==> src/rtl/register_arbiter_pkg.sv <==
`default_nettype none
// +----------------------------------------------------------------------------+
// | Module      : register_arbiter_pkg                                         |
// | Description : Shared register header. Holds the opcode width and opcode   |
// |               encoding that my_register decodes and that every client of  |
// |               the shared register uses to build its commands.             |
// | Contents    : MY_REGISTER_CTRL_WIDTH, OP_* opcode constants, opcode_e.    |
// | Revision    : 1.0 - initial release                                       |
// +----------------------------------------------------------------------------+
package register_arbiter_pkg;

   // Width of the register control input.
   localparam int MY_REGISTER_CTRL_WIDTH = 3;

   // Opcode encoding. Codes 5..7 are unassigned and behave like NOP.
   localparam logic [MY_REGISTER_CTRL_WIDTH-1:0] OP_NOP  = 3'd0;
   localparam logic [MY_REGISTER_CTRL_WIDTH-1:0] OP_CLR  = 3'd1;
   localparam logic [MY_REGISTER_CTRL_WIDTH-1:0] OP_LOAD = 3'd2;
   localparam logic [MY_REGISTER_CTRL_WIDTH-1:0] OP_INCR = 3'd3;
   localparam logic [MY_REGISTER_CTRL_WIDTH-1:0] OP_DECR = 3'd4;

   typedef enum logic [MY_REGISTER_CTRL_WIDTH-1:0] {
      OPC_NOP  = 3'd0,
      OPC_CLR  = 3'd1,
      OPC_LOAD = 3'd2,
      OPC_INCR = 3'd3,
      OPC_DECR = 3'd4
   } opcode_e;

endpackage : register_arbiter_pkg
`default_nettype wire

==> src/rtl/register_arbiter_my_register.sv <==
`default_nettype none
// +----------------------------------------------------------------------------+
// | Module      : my_register                                                  |
// | Description : DATA_WIDTH-bit register with CLR / LOAD / INCR / DECR        |
// |               commands. INCR and DECR wrap modulo 2**DATA_WIDTH. NOP and   |
// |               unassigned opcodes leave the contents unchanged.             |
// | Ports       : clk          - clock, rising edge                            |
// |               rst          - synchronous reset, active low                 |
// |               ctrl_i       - opcode, applied on the next rising edge       |
// |               data_i       - load data for LOAD                            |
// |               value_o      - current contents                              |
// |               value_next_o - contents after the pending edge               |
// | Revision    : 1.0 - initial release                                       |
// +----------------------------------------------------------------------------+
module my_register
   import register_arbiter_pkg::*;
#(
   parameter int DATA_WIDTH = 8,
   parameter int CTRL_WIDTH = MY_REGISTER_CTRL_WIDTH
) (
   input  logic                  clk,
   input  logic                  rst,
   input  logic [CTRL_WIDTH-1:0] ctrl_i,
   input  logic [DATA_WIDTH-1:0] data_i,
   output logic [DATA_WIDTH-1:0] value_o,
   output logic [DATA_WIDTH-1:0] value_next_o
);

   localparam logic [CTRL_WIDTH-1:0] C_CLR  = CTRL_WIDTH'(OP_CLR);
   localparam logic [CTRL_WIDTH-1:0] C_LOAD = CTRL_WIDTH'(OP_LOAD);
   localparam logic [CTRL_WIDTH-1:0] C_INCR = CTRL_WIDTH'(OP_INCR);
   localparam logic [CTRL_WIDTH-1:0] C_DECR = CTRL_WIDTH'(OP_DECR);
   localparam logic [DATA_WIDTH-1:0] C_ONE  = DATA_WIDTH'(1);

   logic [DATA_WIDTH-1:0] value_q;
   logic [DATA_WIDTH-1:0] value_d;

   always_comb begin
      value_d = value_q;
      case (ctrl_i)
         C_CLR:   value_d = '0;
         C_LOAD:  value_d = data_i;
         C_INCR:  value_d = value_q + C_ONE;   // natural wrap all-ones -> 0
         C_DECR:  value_d = value_q - C_ONE;   // natural wrap 0 -> all-ones
         default: value_d = value_q;
      endcase
   end

   always_ff @(posedge clk) begin
      if (!rst) begin
         value_q <= '0;
      end else begin
         value_q <= value_d;
      end
   end

   assign value_o      = value_q;
   // Exposes the post-operation value so a client can register it in the
   // same edge the register itself updates.
   assign value_next_o = value_d;

endmodule : my_register
`default_nettype wire

==> src/rtl/register_arbiter_rr_picker.sv <==
`default_nettype none
// +----------------------------------------------------------------------------+
// | Module      : rr_picker                                                    |
// | Description : Combinational round-robin selector. Returns the first set   |
// |               request bit searching upward from last_i+1, modulo NUM_REQ.  |
// | Ports       : req_i   - request vector                                     |
// |               last_i  - index of the previously granted requester          |
// |               valid_o - at least one request is set                        |
// |               id_o    - selected requester index (0 when none)             |
// | Revision    : 1.0 - initial release                                       |
// +----------------------------------------------------------------------------+
module rr_picker #(
   parameter int NUM_REQ  = 4,
   parameter int ID_WIDTH = $clog2(NUM_REQ)
) (
   input  logic [NUM_REQ-1:0]  req_i,
   input  logic [ID_WIDTH-1:0] last_i,
   output logic                valid_o,
   output logic [ID_WIDTH-1:0] id_o
);

   logic [ID_WIDTH-1:0] idx;

   // Walk the offsets from farthest to nearest so the nearest set bit after
   // last_i is the final (winning) assignment; no early exit needed.
   always_comb begin
      valid_o = 1'b0;
      id_o    = '0;
      idx     = '0;
      for (int k = NUM_REQ; k >= 1; k--) begin
         idx = ID_WIDTH'((int'(last_i) + k) % NUM_REQ);
         if (req_i[idx]) begin
            valid_o = 1'b1;
            id_o    = idx;
         end
      end
   end

endmodule : rr_picker
`default_nettype wire

==> src/rtl/register_arbiter.sv <==
`default_nettype none
// +----------------------------------------------------------------------------+
// | Module      : register_arbiter                                             |
// | Description : Round-robin arbiter that shares one my_register instance    |
// |               between NUM_REQ requesters. One transaction every three     |
// |               cycles: IDLE (arbitrate) -> EXEC (grant, drive register) -> |
// |               RESP (done with post-operation value).                      |
// | Ports       : clk     - clock, rising edge                                 |
// |               rst     - synchronous reset, active low                      |
// |               req     - per-requester level request                        |
// |               op      - per-requester opcode, slice i*CTRL_WIDTH           |
// |               wdata   - per-requester load data, slice i*DATA_WIDTH        |
// |               gnt     - one-hot grant pulse (EXEC cycle)                   |
// |               busy    - transaction in progress                            |
// |               done    - completion pulse (RESP cycle)                      |
// |               done_id - completed requester index, valid with done         |
// |               rdata   - register value after the operation, with done      |
// |               value   - live register contents                             |
// | Revision    : 1.0 - initial release                                       |
// +----------------------------------------------------------------------------+
module register_arbiter
   import register_arbiter_pkg::*;
#(
   parameter int NUM_REQ    = 4,
   parameter int DATA_WIDTH = 8,
   parameter int CTRL_WIDTH = MY_REGISTER_CTRL_WIDTH,
   parameter int ID_WIDTH   = $clog2(NUM_REQ)
) (
   input  logic                           clk,
   input  logic                           rst,
   input  logic [NUM_REQ-1:0]             req,
   input  logic [NUM_REQ*CTRL_WIDTH-1:0]  op,
   input  logic [NUM_REQ*DATA_WIDTH-1:0]  wdata,
   output logic [NUM_REQ-1:0]             gnt,
   output logic                           busy,
   output logic                           done,
   output logic [ID_WIDTH-1:0]            done_id,
   output logic [DATA_WIDTH-1:0]          rdata,
   output logic [DATA_WIDTH-1:0]          value
);

   // State encoding
   typedef enum logic [1:0] {
      ST_IDLE = 2'd0,
      ST_EXEC = 2'd1,
      ST_RESP = 2'd2
   } state_e;

   localparam logic [ID_WIDTH-1:0]   C_LAST_RST = ID_WIDTH'(NUM_REQ - 1);
   localparam logic [CTRL_WIDTH-1:0] C_NOP      = CTRL_WIDTH'(OP_NOP);
   localparam logic [NUM_REQ-1:0]    C_GNT_ONE  = NUM_REQ'(1);

   state_e                  state_q;
   logic [ID_WIDTH-1:0]     id_q;
   logic [ID_WIDTH-1:0]     last_q;
   logic [CTRL_WIDTH-1:0]   op_q;
   logic [DATA_WIDTH-1:0]   wdata_q;
   logic [NUM_REQ-1:0]      gnt_q;
   logic                    done_q;
   logic [ID_WIDTH-1:0]     done_id_q;
   logic [DATA_WIDTH-1:0]   rdata_q;

   logic [CTRL_WIDTH-1:0]   op_arr    [NUM_REQ];
   logic [DATA_WIDTH-1:0]   wdata_arr [NUM_REQ];

   logic                    pick_valid;
   logic [ID_WIDTH-1:0]     pick_id;
   logic [NUM_REQ-1:0]      gnt_d;
   logic [CTRL_WIDTH-1:0]   reg_ctrl;
   logic [DATA_WIDTH-1:0]   reg_next;

   // Unpack the flat per-requester buses into arrays for clean indexing.
   for (genvar i = 0; i < NUM_REQ; i++) begin : g_unpack
      assign op_arr[i]    = op[i*CTRL_WIDTH +: CTRL_WIDTH];
      assign wdata_arr[i] = wdata[i*DATA_WIDTH +: DATA_WIDTH];
   end

   rr_picker #(
      .NUM_REQ  (NUM_REQ),
      .ID_WIDTH (ID_WIDTH)
   ) u_picker (
      .req_i    (req),
      .last_i   (last_q),
      .valid_o  (pick_valid),
      .id_o     (pick_id)
   );

   assign gnt_d = C_GNT_ONE << pick_id;

   // The register only ever sees a real command during EXEC.
   assign reg_ctrl = (state_q == ST_EXEC) ? op_q : C_NOP;

   my_register #(
      .DATA_WIDTH   (DATA_WIDTH),
      .CTRL_WIDTH   (CTRL_WIDTH)
   ) u_reg (
      .clk          (clk),
      .rst          (rst),
      .ctrl_i       (reg_ctrl),
      .data_i       (wdata_q),
      .value_o      (value),
      .value_next_o (reg_next)
   );

   // Control FSM. gnt is set on the IDLE->EXEC edge and done on the
   // EXEC->RESP edge so both are registered one-cycle pulses.
   always_ff @(posedge clk) begin
      if (!rst) begin
         state_q   <= ST_IDLE;
         id_q      <= '0;
         last_q    <= C_LAST_RST;
         op_q      <= C_NOP;
         wdata_q   <= '0;
         gnt_q     <= '0;
         done_q    <= 1'b0;
         done_id_q <= '0;
         rdata_q   <= '0;
      end else begin
         gnt_q  <= '0;
         done_q <= 1'b0;
         case (state_q)
            ST_IDLE: begin
               if (pick_valid) begin
                  id_q    <= pick_id;
                  last_q  <= pick_id;
                  op_q    <= op_arr[pick_id];
                  wdata_q <= wdata_arr[pick_id];
                  gnt_q   <= gnt_d;
                  state_q <= ST_EXEC;
               end
            end
            ST_EXEC: begin
               // Capture the value the register takes on this same edge.
               done_q    <= 1'b1;
               done_id_q <= id_q;
               rdata_q   <= reg_next;
               state_q   <= ST_RESP;
            end
            ST_RESP: begin
               state_q <= ST_IDLE;
            end
            default: begin
               state_q <= ST_IDLE;
            end
         endcase
      end
   end

   assign gnt     = gnt_q;
   assign done    = done_q;
   assign done_id = done_id_q;
   assign rdata   = rdata_q;
   assign busy    = (state_q != ST_IDLE);

endmodule : register_arbiter
`default_nettype wire

==> config.mk <==
export PLATFORM = sky130hd
export DESIGN_NAME = register_arbiter
export DESIGN_NICKNAME = d
export VERILOG_FILES = /design/src/rtl/register_arbiter_pkg.sv /design/src/rtl/register_arbiter_my_register.sv /design/src/rtl/register_arbiter_rr_picker.sv /design/src/rtl/register_arbiter.sv
export SDC_FILE = /design/constraint.sdc
export NUM_CORES = 1
export LEC_CHECK = 0
export CAP_MARGIN = 5
export CORE_MARGIN = 3
export CORE_UTILIZATION = 50
export CTS_BUF_LIST = sky130_fd_sc_hd__clkbuf_8
export DETAILED_ROUTE_END_ITERATION = 6
export DONT_BUFFER_PORTS = 1
export PLACE_DENSITY_LB_ADDON = 0.08
export SLEW_MARGIN = 20
export SYNTH_ARGS = -nofsm -noshare
export SYNTH_HDL_FRONTEND = slang
export SYNTH_SLANG_ARGS = --single-unit
==> constraint.sdc <==
create_clock -name clk -period 2.55 [get_ports clk]
set_clock_uncertainty 0.2 [all_clocks]
set_input_delay 0.255 -clock clk [delete_from_list [all_inputs] [get_ports clk]]
set_output_delay 0.255 -clock clk [all_outputs]
set_load 0.005 [all_outputs]
==> summary.md <==
| Metric | Value |
|---|---|
| Status | `finished, violations left` |
| Violated checks | `hold timing, setup timing` |
| Vias in the first global route | `2169` |
| Final Worst Setup Slack | `-132 ps` |
| Critical Path End Type | `register` |
| Top FF cell, synth | `dfxtp_1` |
| Fmax achieved | `0.373 GHz` |
| Least-Margin Pin Slew | `725 ps` |
| Final min period | `2680 ps` |
| Share of cells above drive strength 1 | `0.197` |
| Fraction of the mapped netlist area in simple logic gates | `0.200` |
| Slew HR | `0.515` |
| Fraction of synthesized area in multiplexers | `0.120` |
| First-pass GRT wire length | `10100 um` |
| Maxcap violations | `0` |
| Largest family of logic cells by synthesized area | `compound AO/OA/AOI/OAI gates` |
| Top post-synthesis cells by area | `dfxtp_1 (37%), mux2i_1 (8.3%), nand3_1 (5.6%), mux2_2 (3.6%), ha_1 (3.5%)` |
| Die Ht | `71.7 um` |
| Sw frac | `0.284` |
| Register share of total power | `0.438` |
| Crit path launch type | `register` |
| Skew-Pair Late Insertion Delay | `290 ps` |
| H-tree depth | `2` |
| Reg clk slew, reported paths | `70 ps` |
| Initial drt markers | `157` |
| Synth Area in Compound Gates | `0.219` |
| Net Count, Synth | `300` |
| Synthesized cell area | `2160 um2` |
| Routed Antenna Nets | `0` |
| Synth Area in Adders | `0.0440` |
| Crit path max fanout | `5` |
| Setup violators final | `4` |
| Final Hold Violating Endpoints | `1` |
| Pwr/cell area | `594 nW/um2` |
| First-pass detailed-route iteration total | `4` |
| Commonest cells in the netlist | `dfxtp_1 (40), nand3_1 (24), mux2i_1 (18)` |
| Cell count after synthesis | `243` |
| Clk buf depth | `2` |
| Part of the power in combinational logic | `0.265` |
| Flop2flop setup slack | `-130 ps` |
| Grt ovf | `0` |
| DR DRC count | `0` |
| Placer congestion estimate | `0.777` |
| Routed vias | `2038` |
| Critical path class | `reg -> reg` |
| Int Power | `1.21 mW` |
| Clk sinks | `40` |
| Routed len/inst | `18.0 um` |
| Clock power share | `0.297` |
| Largest net degree at the start of global routing | `21` |
| Area growth syn-to-layout | `32.1%` |
| PnR Total Power | `1.70 mW` |
| Synth async-reset ratio | `0` |
| Number of synthesized flops with an enable pin | `0` |
| Syn Area/Cell | `8.89 um2` |
| Synth Area in XOR/XNOR | `0.0122` |
| Initial core utilization | `0.529` |
| Post-detail-place hpwl | `4050 um` |
| Initial antenna violation count | `0` |
| FF+latch count, synth | `40` |
| Pre-CTS WS | `-177 ps` |
| Count leader, synth | `dfxtp_1` |
| Post-synthesis cell type count | `43` |
| Clock buffer count from CTS | `5` |
| GRT Total Usage | `0.248` |
| RSZ-0062 raised after global routing | `yes` |
| Core area | `4090 um2` |
| Die ar. | `5150 um2` |
| WP data required | `2580 ps` |
| Site row count | `23` |
| Via density | `5.99` |
| Crit path arrival time | `2710 ps` |
| Leak | `1.08 nW` |
| Yosys warning count | `0` |
| Max Slew Vio Count | `0` |
| Hold Crit Class | `in -> reg` |
| WL final | `6130 um` |
| Hold WS | `-6.48 ps` |
| CTS root buffer | `clkbuf_8` |
| Peak supply drop | `0.000317 V` |
| Sw power | `0.482 mW` |
| Die W | `71.7 um` |
| CTS tree | `built` |
| # nets final | `346` |
| Number of diodes | `0` |
| Seq/Total Area, Yosys | `0.371` |
| Period utilisation layout | `1.05` |
| Largest area contributor in the netlist | `dfxtp_1` |
| Area fraction of the dominant cell type after synthesis | `0.371` |
| Port Buffer Count | `0` |
| Ports | `74` |
[critical path, cell delays in order, from the launching register on]
cell and delay, ps:
dfxtp_2 320, or3b_4 390, or2_4 270, inv_6 80, ha_4 190, nor2b_4 120
o31a_1 270, o31ai_2 300, mux2_4 340, a21boi_1 130
[worst paths after layout]
path         startpoint  cells past startpoint               end
min               op[6]                      2           op_q[0]
min reg2reg     id_q[0]                      2        done_id[0]
max             op_q[0]                      9  u_reg.value_o[6]
max reg2reg     op_q[0]                      9  u_reg.value_o[6]
[layer usage]
metal | up-vias | GRT usage | routed length (um)
li1 | 994 | - | -
met1 | 960 | 0.293 | 2510
met2 | 73 | 0.440 | 3130
met3 | 11 | 0.0519 | 362
met4 | 0 | 0.0939 | 129
met5 | - | 0 | 0
[power by group through the flow]
stage / Sequential (mW) / Clock [mW] / Combinational (mW)
6_report: 0.743 / 0.504 / 0.449
5_1_grt: 0.751 / 0.535 / 0.495
4_1_cts: 0.743 / 0.509 / 0.428
3_5_place_dp: 0.757 / 0 / 0.347
3_3_place_gp: 0.754 / 0 / 0.337
2_1_floorplan: 0.745 / 0 / 0.261
[placed cells by master, fill, tap and decap left out, drive strengths merged, types with 6 or more instances in the layout]
cell	netlist	routed
mux2i	18	18
nand2	14	14
buf	3	19
mux2	7	7
nand3	24	24
o211ai	8	8
a21oi	15	15
ha	6	6
o221ai	6	6
dfxtp	40	40
nand2b	7	7
nor2b	10	10
nor2	10	10
dlygate4sd3	0	34
o21ai	14	14
[sequential cells by signal, summed over array words and instances (netlist names)]
name	count
id_q	2
done	1
gnt	4
wdata_q	8
op_q	3
last_q	2
done_id	2
u_reg.value_o	8
rdata	8
state_q	2
[repair_timing]
item,4_1_cts,5_1_grt
cloned,0,0
resized for setup,9,7
hold buffers,34,0
pin swaps,10,12
setup buffers,1,1
endpoints found under the hold margin,35,0
setup endpoints to repair,6,17
[metrics by stage]
stage          std cells  setup TNS, ps  hold WS (ps)   util  instance area [um2]
3_3_place_gp         296           -160           124  0.570                 2330
4_1_cts              339           -183         0.340  0.688                 2810
3_5_place_dp         296           -610           132  0.570                 2330
2_1_floorplan        243           -124           238      -                 2190
5_1_grt              340           -830         0.914  0.699                 2860
6_report             340           -280         -6.48  0.699                 2860
[layout make-up]
type	instances	area (um2)
clock inverter	3	38.8
tap	50	62.6
clock buffer	5	68.8
timing repair buffer	53	490
fill	324	1230
sequential	40	806
multi-input combinational	185	1370
inverter	4	20.0
[kinds of logic after synthesis]
logic type      count (synthesis)
compound gates                 69
xor+xnor                        3
fa+ha+maj                       7
buf+inv                        18
flops                          40
mux                            25
simple gates                   81
No activity file was read; power rests on OpenSTA's default activity.
